**config.mk**
```make
export PLATFORM = sky130hd
export DESIGN_NAME = crd_stream_src
export DESIGN_NICKNAME = d
export VERILOG_FILES = /design/src/rtl/crd_stream_pkg.sv /design/src/rtl/crd_token_fifo.sv /design/src/rtl/crd_stream_src.sv
export SDC_FILE = /design/constraint.sdc
export NUM_CORES = 1
export LEC_CHECK = 0
export CORE_UTILIZATION = 45
export CTS_CLUSTER_SIZE = 10
export DETAILED_ROUTE_END_ITERATION = 16
export PLACE_DENSITY = 0.69
export SYNTH_ARGS = -nofsm -noshare
export SYNTH_HDL_FRONTEND = slang
export SYNTH_SLANG_ARGS = --single-unit
```
**constraint.sdc**
```tcl
create_clock -name clk -period 3.88 [get_ports clk]
set_clock_uncertainty 0.05 [all_clocks]
set_input_delay 0.776 -clock clk [delete_from_list [all_inputs] [get_ports clk]]
set_output_delay 0.776 -clock clk [all_outputs]
set_load 0.01 [all_outputs]
```
**src/rtl/crd_stream_pkg.sv**
```systemverilog
// crd_stream_pkg: shared token layout, token types and FSM states for the coordinate stream blocks.
package crd_stream_pkg;
  localparam int EOS_BIT = 16;
  localparam int TYPE_HI = 9;
  localparam int TYPE_LO = 8;
  localparam logic [1:0] TOK_STOP = 2'h0;
  localparam logic [1:0] TOK_DONE = 2'h1;
  typedef enum logic [2:0] {
    ST_START = 3'd0,
    ST_IDLE  = 3'd1,
    ST_EMIT  = 3'd2,
    ST_STOP  = 3'd3,
    ST_DONE  = 3'd4
  } state_t;
  function automatic logic [16:0] eos_tok(input logic [1:0] typ, input logic [7:0] lvl);
    logic [16:0] t;
    t = '0;
    t[EOS_BIT] = 1'b1;
    t[TYPE_HI:TYPE_LO] = typ;
    t[7:0] = lvl;
    return t;
  endfunction
endpackage

```
**src/rtl/crd_token_fifo.sv**
```systemverilog
// crd_token_fifo: registered-array token buffer; push is judged against full at the start of the cycle.
module crd_token_fifo #(
  parameter int DEPTH = 8,
  parameter int W = 17
) (
  input  logic         clk,
  input  logic         rst_n,
  input  logic         i_clk_en,
  input  logic         i_push,
  input  logic [W-1:0] i_wdata,
  input  logic         i_pop,
  output logic [W-1:0] o_rdata,
  output logic         o_full,
  output logic         o_empty
);
  localparam int AW = $clog2(DEPTH);
  logic [W-1:0] r_mem [DEPTH];
  logic [AW-1:0] r_wr, r_rd;
  logic [AW:0] r_cnt;
  logic w_push, w_pop;
  assign o_full = r_cnt == (AW+1)'(DEPTH);
  assign o_empty = r_cnt == '0;
  assign w_push = i_push & ~o_full;
  assign w_pop = i_pop & ~o_empty;
  assign o_rdata = r_mem[r_rd];
  always_ff @(posedge clk or negedge rst_n) begin
    if (!rst_n) begin
      r_wr <= '0;
      r_rd <= '0;
      r_cnt <= '0;
      for (int i = 0; i < DEPTH; i++) r_mem[i] <= '0;
    end else if (i_clk_en) begin
      if (w_push) begin
        r_mem[r_wr] <= i_wdata;
        r_wr <= r_wr + 1'b1;
      end
      if (w_pop) r_rd <= r_rd + 1'b1;
      r_cnt <= r_cnt + (AW+1)'(w_push) - (AW+1)'(w_pop);
    end
  end
endmodule

```
**src/rtl/crd_stream_src.sv**
```systemverilog
// crd_stream_src: turns segment descriptors into coordinate, stop and done tokens on a buffered stream.
module crd_stream_src
  import crd_stream_pkg::*;
#(
  parameter int FIFO_DEPTH = 8
) (
  input  logic        clk,
  input  logic        rst_n,
  input  logic        clk_en,
  input  logic        tile_en,
  input  logic [15:0] seg_start,
  input  logic [15:0] seg_len,
  input  logic [7:0]  seg_stop_lvl,
  input  logic        seg_last,
  input  logic        seg_valid,
  output logic        seg_ready,
  output logic [16:0] coord_out,
  output logic        coord_out_valid,
  input  logic        coord_out_ready,
  output logic        busy
);
  state_t r_state;
  logic [15:0] r_cur, r_cnt, r_len;
  logic [7:0] r_lvl;
  logic r_last;
  logic w_want, w_push, w_full, w_empty;
  logic [16:0] w_tok;
  assign w_want = (r_state == ST_EMIT) | (r_state == ST_STOP) | (r_state == ST_DONE);
  // tile_en stands in for the buffer clock gate, so the FSM must not advance on a push the buffer won't see
  assign w_push = w_want & ~w_full & tile_en;
  assign w_tok = (r_state == ST_EMIT) ? {1'b0, r_cur} :
                 (r_state == ST_STOP) ? eos_tok(TOK_STOP, r_lvl) : eos_tok(TOK_DONE, 8'h00);
  assign seg_ready = r_state == ST_IDLE;
  assign coord_out_valid = ~w_empty;
  assign busy = w_want | ~w_empty;
  always_ff @(posedge clk or negedge rst_n) begin
    if (!rst_n) begin
      r_state <= ST_START;
      r_cur <= '0;
      r_cnt <= '0;
      r_len <= '0;
      r_lvl <= '0;
      r_last <= 1'b0;
    end else if (clk_en) begin
      case (r_state)
        ST_START: if (tile_en) r_state <= ST_IDLE;
        ST_IDLE: if (seg_valid) begin
          r_cur <= seg_start;
          r_len <= seg_len;
          r_lvl <= seg_stop_lvl;
          r_last <= seg_last;
          r_cnt <= '0;
          r_state <= (seg_len != 16'h0) ? ST_EMIT : ST_STOP;
        end
        ST_EMIT: if (w_push) begin
          r_cur <= r_cur + 16'h1;
          r_cnt <= r_cnt + 16'h1;
          if (r_cnt == r_len - 16'h1) r_state <= ST_STOP;
        end
        ST_STOP: if (w_push) r_state <= r_last ? ST_DONE : ST_IDLE;
        ST_DONE: if (w_push) r_state <= ST_IDLE;
        default: r_state <= ST_START;
      endcase
    end
  end
  crd_token_fifo #(.DEPTH(FIFO_DEPTH), .W(17)) u_fifo (
    .clk(clk),
    .rst_n(rst_n),
    .i_clk_en(clk_en & tile_en),
    .i_push(w_push),
    .i_wdata(w_tok),
    .i_pop(coord_out_ready),
    .o_rdata(coord_out),
    .o_full(w_full),
    .o_empty(w_empty)
  );
endmodule

```
[Word level (Yosys, flattened, before mapping)]
Index checks and enable logic that the tools add are counted.
Word-level totals
  flip-flop bits (word level): 206
  word-level logic and storage cells: 84
  input port bits: 47
Cells by class
  bitwise logic cells: 12
  $add $sub $neg: 7
  $lt $le $gt $ge: 3
  equality and inequality tests: 12
  multiplexer cells: 23
  reduce and logical (&&, ||, !) cells: 10
Operators with widths (count)
  bitwise mux 136 bit: 1
  2-to-1 mux 17 bit: 4
  2-to-1 mux 16 bit: 4
  one-hot mux 16 bit (2 select lines): 2
  binary-select mux 17 bit (select 3 bit): 1
  demux 17 bit (select 3 bit): 1
  adder 16 x 1 -> 16 bit (second input constant): 2
  2-to-1 mux 3 bit: 7
  equality test 16 bit: 1
  nonzero test 16 bit: 1
  subtractor 16 x 1 -> 16 bit (second input constant): 1
  one-hot mux 3 bit (5 select lines): 1
  2-to-1 mux 9 bit: 1
  >= comparator 4 bit (second input constant): 2
  inequality test 2 x 1 -> 1 bit (second input constant): 4
  NOT 3 -> 4 bit: 2
  AND reduction 7 bit: 1
  adder 3 x 1 -> 3 bit (second input constant): 2
  equality test 3 x 2 -> 1 bit (second input constant): 2
  bitwise AND 1 bit: 5
  adder 4 x 1 -> 4 bit: 1
  equality test 4 bit (second input constant): 1
  zero test 4 bit: 1
  less-than comparator 4 x 1 -> 1 bit (second input constant): 1
  13 further kinds: 18

[Logic depth before layout (Yosys ltp)]
  word-level depth: 8
  depth in mapped cells: 11
  mapped depth without buffers: 11

[Modules after synthesis]
Synthesis repeated with hierarchy kept, for this count alone.
Second synthesis, totals
  cells, all modules: 849
  area, all modules: 10587.7 µm²
By module, submodules not included
  crd_token_fifo: cells each 413, instances 1, area an instance 6847.8 µm², seq. area each 3653.5 µm²
  crd_stream_src: cells each 436, instances 1, area an instance 3739.8 µm², seq. area each 1501.4 µm²

[Worst setup path before layout]
OpenSTA, ideal clock, no wires.
  path type: flip-flop to output port
  start point: reg u_fifo.r_rd[0]
  end point: out coord_out[16]
  buffers on the path: 2
  cell stages (with the launch flop): 5
  slack: 955 ps
  required time: 3054 ps
  arrival time: 2099 ps
  path through: dfrtp_1 clkbuf_1 buf_1 mux4_2 mux2_2
Between the ends
  cells in the longest elaborated chain, start to end: 4
RTL lines
  from (decl): RTL line crd_token_fifo.sv:18  | logic [AW-1:0] r_wr, r_rd;
  from (signal assigned): RTL line crd_token_fifo.sv:37  | if (w_pop) r_rd <= r_rd + 1'b1;
  NOT 3 -> 4 bit (not written as such): RTL line crd_token_fifo.sv:25  | assign o_rdata = r_mem[r_rd];
  binary-select mux 17 bit (select 3 bit): RTL line crd_token_fifo.sv:25
  2-to-1 mux 17 bit (not written as such) (2 in series): RTL line crd_token_fifo.sv:25
  to (decl): RTL line crd_stream_src.sv:17  | output logic [16:0] coord_out,
Every way passes these cells. The select of a mux whose other input is x is not followed.

[Final worst setup path]
  start point: reg u_fifo.r_rd[0]
  end point: out coord_out[12]
The elaborated chain is that of the path after synthesis.

==> reports/qor_table.md <==
| Item | Reported | Unit |
|:---|:---|:---|
| Max-slew violation total from the final report | 0 | - |
| Type of the worst setup path | register to primary output | - |
| Wire length on met1 | 10,620 | um |
| Number of synthesized flops with an enable pin | 0 | - |
| Actual transition at the worst max-transition pin | 1060 | ps |
| Primary FF master, synth | sky130_fd_sc_hd__dfrtp_1 | - |
| CTS tree | done | - |
| Count of input and output buffers | 66 | - |
| Multiplexer fraction of the synthesized cell area | 0.1850 | - |
| WL met2 | 11,250 | um |
| Synthesized-area fraction occupied by ao, oa, aoi and oai cells | 0.09250 | - |
| Kind of end point of the critical path | primary output | - |
| IR Drop Worst-Case VDD | 337.7 | uV |
| Register bit count reported by yosys | 206 | - |
| Net count after synthesis | 1,009 | - |
| 1st-iter DRT viols | 406 | - |
| Chip width | 152.7 | um |
| Max-capacitance violation count | 0 | - |
| Post-CTS Setup Bufs | 0 | - |
| Status | complete, no violations | - |
| Cell with the largest stage delay on the worst path | sky130_fd_sc_hd__mux4_2 | - |
| Root cell of the clock tree | sky130_fd_sc_hd__clkbuf_16 | - |
| Synth-to-layout area growth | 15.56 | % |
| Layout filler cell count | 1,918 | - |
| Footprint of the flip-flops and latches | 5156 | sq um |
| Netlist Area Pre-Place | 10,230 | sq um |
| Hold crit path type | primary input to async pin | - |
| Max layer used | met4 | - |
| Number of top-level pins | 67 | - |
| Final critical-path share of the clock period | 0.8683 | - |
| Number of antenna violations at the first check in global routing | 0 | - |
| Sequential area share after synthesis | 0.5041 | - |
| Leak Pwr | 0.005235 | uW |
| Fmax | 0.2968 | GHz |
| Total setup violations reported at the end of the flow | 0 | - |
| Pin count of the biggest net entering global routing | 91 | - |
| Time the worst path needs with I/O delays and setup | 3369 | ps |
| Clock insertion delay at the later pin of the skew report | 520 | ps |
| Net count reported at finish | 1,055 | - |
| XOR/XNOR share of the synthesized area | 0.03169 | - |
| Post-CTS resize count | 0 | - |
| Number of global-route vias before repair | 7,524 | - |
| CTS Hold Bufs | 0 | - |
| Routability-driven placement congestion ratio | 0.8507 | - |
| Syn_area_per_cell | 10.76 | sq um |
| Count of distinct cell types in the synthesized netlist | 57 | - |
| Maximum clock insertion buffer count | 3 | - |
| CP Max Fanout | 36 | - |
| CTS Buf Count | 25 | - |
| Pwr/cell area | 709.6 | nW/um^2 |
| Number of failing hold endpoints at the final stage | 0 | - |
| Htree depth | 1 | - |
| Clock input transition at the sequential cells of the worst setup and hold paths | 50 | ps |
| Total DRC errors in the routed layout | 0 | - |
| Total length of routed met3 wires | 826 | um |
| Share of synthesized cell area in full adder, half adder and majority cells | 0.01542 | - |
| Global route overflow | 0 | - |
| Wire length of the first global-routing pass | 38,930 | um |
| Data arrival time of the worst path | 2540 | ps |
| Die outline height | 152.7 | um |
| Post-synthesis instance total | 950 | - |
| Routed wire length | 23,130 | um |
| Tot Pwr | 8386 | uW |
| Delay of the slowest critical-path stage | 560 | ps |
| Standard-cell rows | 54 | - |
| Series of cell instances along the critical path | buf_12 -> mux4_2 -> mux2_2 -> clkdlybuf4s50_1 | - |
| Main combinational cell family by area after synthesis | multiplexers | - |
| Total die area | 23,330 | sq um |
| Aggregate negative setup slack | 0 | ps |
| Post-layout instance area | 11,820 | sq um |
| Core area | 22,030 | sq um |
| Global router's overall resource usage | 0.2067 | - |
| Layout cell share with drive strength beyond 1 | 0.1866 | - |
| Starting density of the core | 0.4643 | - |
| HPWL after DPL | 15,080 | um |
| Via density per instance | 5.627 | - |
| Synthesized-area fraction occupied by and/or/nand/nor cells | 0.1407 | - |
| Vias after detailed routing | 7,214 | - |
| Max_slew headroom | 0.2935 | - |
| Final routed wire length divided by cell count | 18.04 | um |
| Antenna viol nets, final | 0 | - |
| Setup repair after global routing missed its margin | no | - |
| Number of detailed-routing iterations run before antenna repair | 7 | - |
| Required time of the critical path | 3050 | ps |
| Count of warnings emitted by yosys | 0 | - |
| Share of async-settable or async-resettable flops after synthesis | 1.000 | - |
| Diode count | 0 | - |
| Placed Instance Area | 11,140 | sq um |
| CP startpoint kind | register | - |
| Clock net sink count | 206 | - |
| Area of the multi-input gates | 4767 | sq um |
==> per-layer routing <==
metal	track usage	vias to the layer above
met5	0	-
met4	0.05868	0
met3	0.02873	35
met2	0.3506	130
met1	0.2775	3596
li1	-	3453
==> synth_stat cells (2+ instances only) <==
cell type / instances / area, sq um
sky130_fd_sc_hd__a21o_1: 4 / 30.03
sky130_fd_sc_hd__a21oi_1: 31 / 155.2
sky130_fd_sc_hd__a2bb2oi_1: 2 / 17.52
sky130_fd_sc_hd__a311oi_1: 2 / 17.52
sky130_fd_sc_hd__a31oi_1: 4 / 25.02
sky130_fd_sc_hd__and2_1: 5 / 31.28
sky130_fd_sc_hd__and3_1: 10 / 62.56
sky130_fd_sc_hd__and4_1: 3 / 26.28
sky130_fd_sc_hd__buf_1: 6 / 22.52
sky130_fd_sc_hd__buf_2: 7 / 35.03
sky130_fd_sc_hd__clkbuf_1: 49 / 183.9
sky130_fd_sc_hd__dfrtp_1: 206 / 5155
sky130_fd_sc_hd__ha_1: 11 / 137.6
sky130_fd_sc_hd__inv_1: 14 / 52.55
sky130_fd_sc_hd__mux2_1: 2 / 22.52
sky130_fd_sc_hd__mux2_2: 90 / 1013
sky130_fd_sc_hd__mux2i_1: 9 / 90.09
sky130_fd_sc_hd__mux4_2: 34 / 765.7
sky130_fd_sc_hd__nand2_1: 169 / 634.4
sky130_fd_sc_hd__nand2b_1: 3 / 18.77
sky130_fd_sc_hd__nand3_1: 21 / 105.1
sky130_fd_sc_hd__nand4_1: 16 / 100.1
sky130_fd_sc_hd__nor2_1: 37 / 138.9
sky130_fd_sc_hd__nor2b_1: 4 / 25.02
sky130_fd_sc_hd__nor3_1: 10 / 50.05
sky130_fd_sc_hd__nor4_1: 6 / 37.54
sky130_fd_sc_hd__o211ai_1: 3 / 22.52
sky130_fd_sc_hd__o21ai_0: 106 / 530.5
sky130_fd_sc_hd__o22ai_1: 9 / 56.30
sky130_fd_sc_hd__or2_2: 3 / 18.77
sky130_fd_sc_hd__or3_1: 6 / 37.54
sky130_fd_sc_hd__or3b_2: 4 / 35.03
sky130_fd_sc_hd__or4_1: 5 / 37.54
sky130_fd_sc_hd__xnor2_1: 18 / 157.7
sky130_fd_sc_hd__xor2_1: 19 / 166.4
==> metrics by stage <==
step | cells | utilization | setup slack, ps | hold slack, ps
6_report | 1282 | 0.5365 | 511.2 | 122.8
5_1_grt | 1282 | 0.5365 | 401.6 | 135.6
3_5_place_dp | 1249 | 0.5059 | 602.9 | 415.7
3_3_place_gp | 1249 | 0.5059 | 644.3 | 403.2
2_1_floorplan | 950 | - | 955.2 | 391.4
4_1_cts | 1282 | 0.5365 | 461.1 | 125.9
==> registers in the layout, indices dropped and copies added (netlist names) <==
signal	flops
u_fifo.r_mem	136
r_cnt	16
r_cur	16
r_len	16
r_lvl	8
u_fifo.r_cnt	4
r_state	3
u_fifo.r_rd	3
u_fifo.r_wr	3
r_last	1
==> critical path: cells and delay by family (launching register included) <==
| kind | cells | cell delay (ps) |
|---|---|---|
| multiplexers | 2 | 880 |
| buffers and inverters | 2 | 770 |
| flip-flops | 1 | 370 |
==> power by group <==
| group | leakage [uW] | switching [uW] | internal (uW) |
|---|---|---|---|
| logic | 0.00217 | 1540 | 1460 |
| registers | 0.00273 | 582 | 2800 |
| clock network | 0.000335 | 831 | 1170 |
==> cell usage in the layout (no fill, tap or decap), types with 9 or more instances in the layout <==
cell                              synthesis  routed
sky130_fd_sc_hd__mux4_2                  34      34
sky130_fd_sc_hd__o22ai_1                  9       9
sky130_fd_sc_hd__nand2_1                169     169
sky130_fd_sc_hd__nor2_1                  37      36
sky130_fd_sc_hd__xnor2_1                 18      18
sky130_fd_sc_hd__and3_1                  10      10
sky130_fd_sc_hd__nand3_1                 21      21
sky130_fd_sc_hd__inv_1                   14      14
sky130_fd_sc_hd__buf_4                    1      15
sky130_fd_sc_hd__mux2_2                  90      90
sky130_fd_sc_hd__nand4_1                 16      16
sky130_fd_sc_hd__o21ai_0                106     106
sky130_fd_sc_hd__xor2_1                  19      19
sky130_fd_sc_hd__a21oi_1                 31      31
sky130_fd_sc_hd__dfrtp_1                206     205
sky130_fd_sc_hd__ha_1                    11      11
sky130_fd_sc_hd__mux2i_1                  9       9
sky130_fd_sc_hd__clkdlybuf4s50_1          0      65
sky130_fd_sc_hd__nor3_1                  10       9
sky130_fd_sc_hd__clkbuf_16                0      25
==> path summary, 6_finish.rpt <==
kind / depth (start not counted) / endpoint / startpoint / slack (ps)
max: 4 / coord_out[12] / u_fifo.r_rd[0] / 510
min: 1 / u_fifo.r_mem[61] / rst_n / 120
max reg2reg: 5 / u_fifo.r_mem[104] / r_state[0] / 910
min reg2reg: 2 / u_fifo.r_mem[115] / u_fifo.r_mem[115] / 420
max in group asynchronous: 2 / u_fifo.r_mem[56] / rst_n / 2750
min in group clk: 2 / u_fifo.r_mem[115] / u_fifo.r_mem[115] / 420
==> final cells by class <==
| cell class | count | share of cell area |
|---|---|---|
| sequential | 206 | 0.4363 |
| multi-input combinational | 666 | 0.4034 |
| timing repair buffer | 83 | 0.06914 |
| clock buffer | 29 | 0.05506 |
| tap | 280 | 0.02965 |
| inverter | 14 | 0.004447 |
| clock inverter | 4 | 0.002012 |
==> kinds of logic (layout without fill, tap and decap cells) <==
logic type,Yosys count,in the layout
multiplexers,135,135
AO/OA/AOI/OAI,172,172
flip-flops,206,206
buffers and inverters,78,130
AND/OR/NAND/NOR,310,310
XOR/XNOR,37,37
adder cells (fa/ha/maj),12,12
No activity file was read; power rests on OpenSTA's default activity.
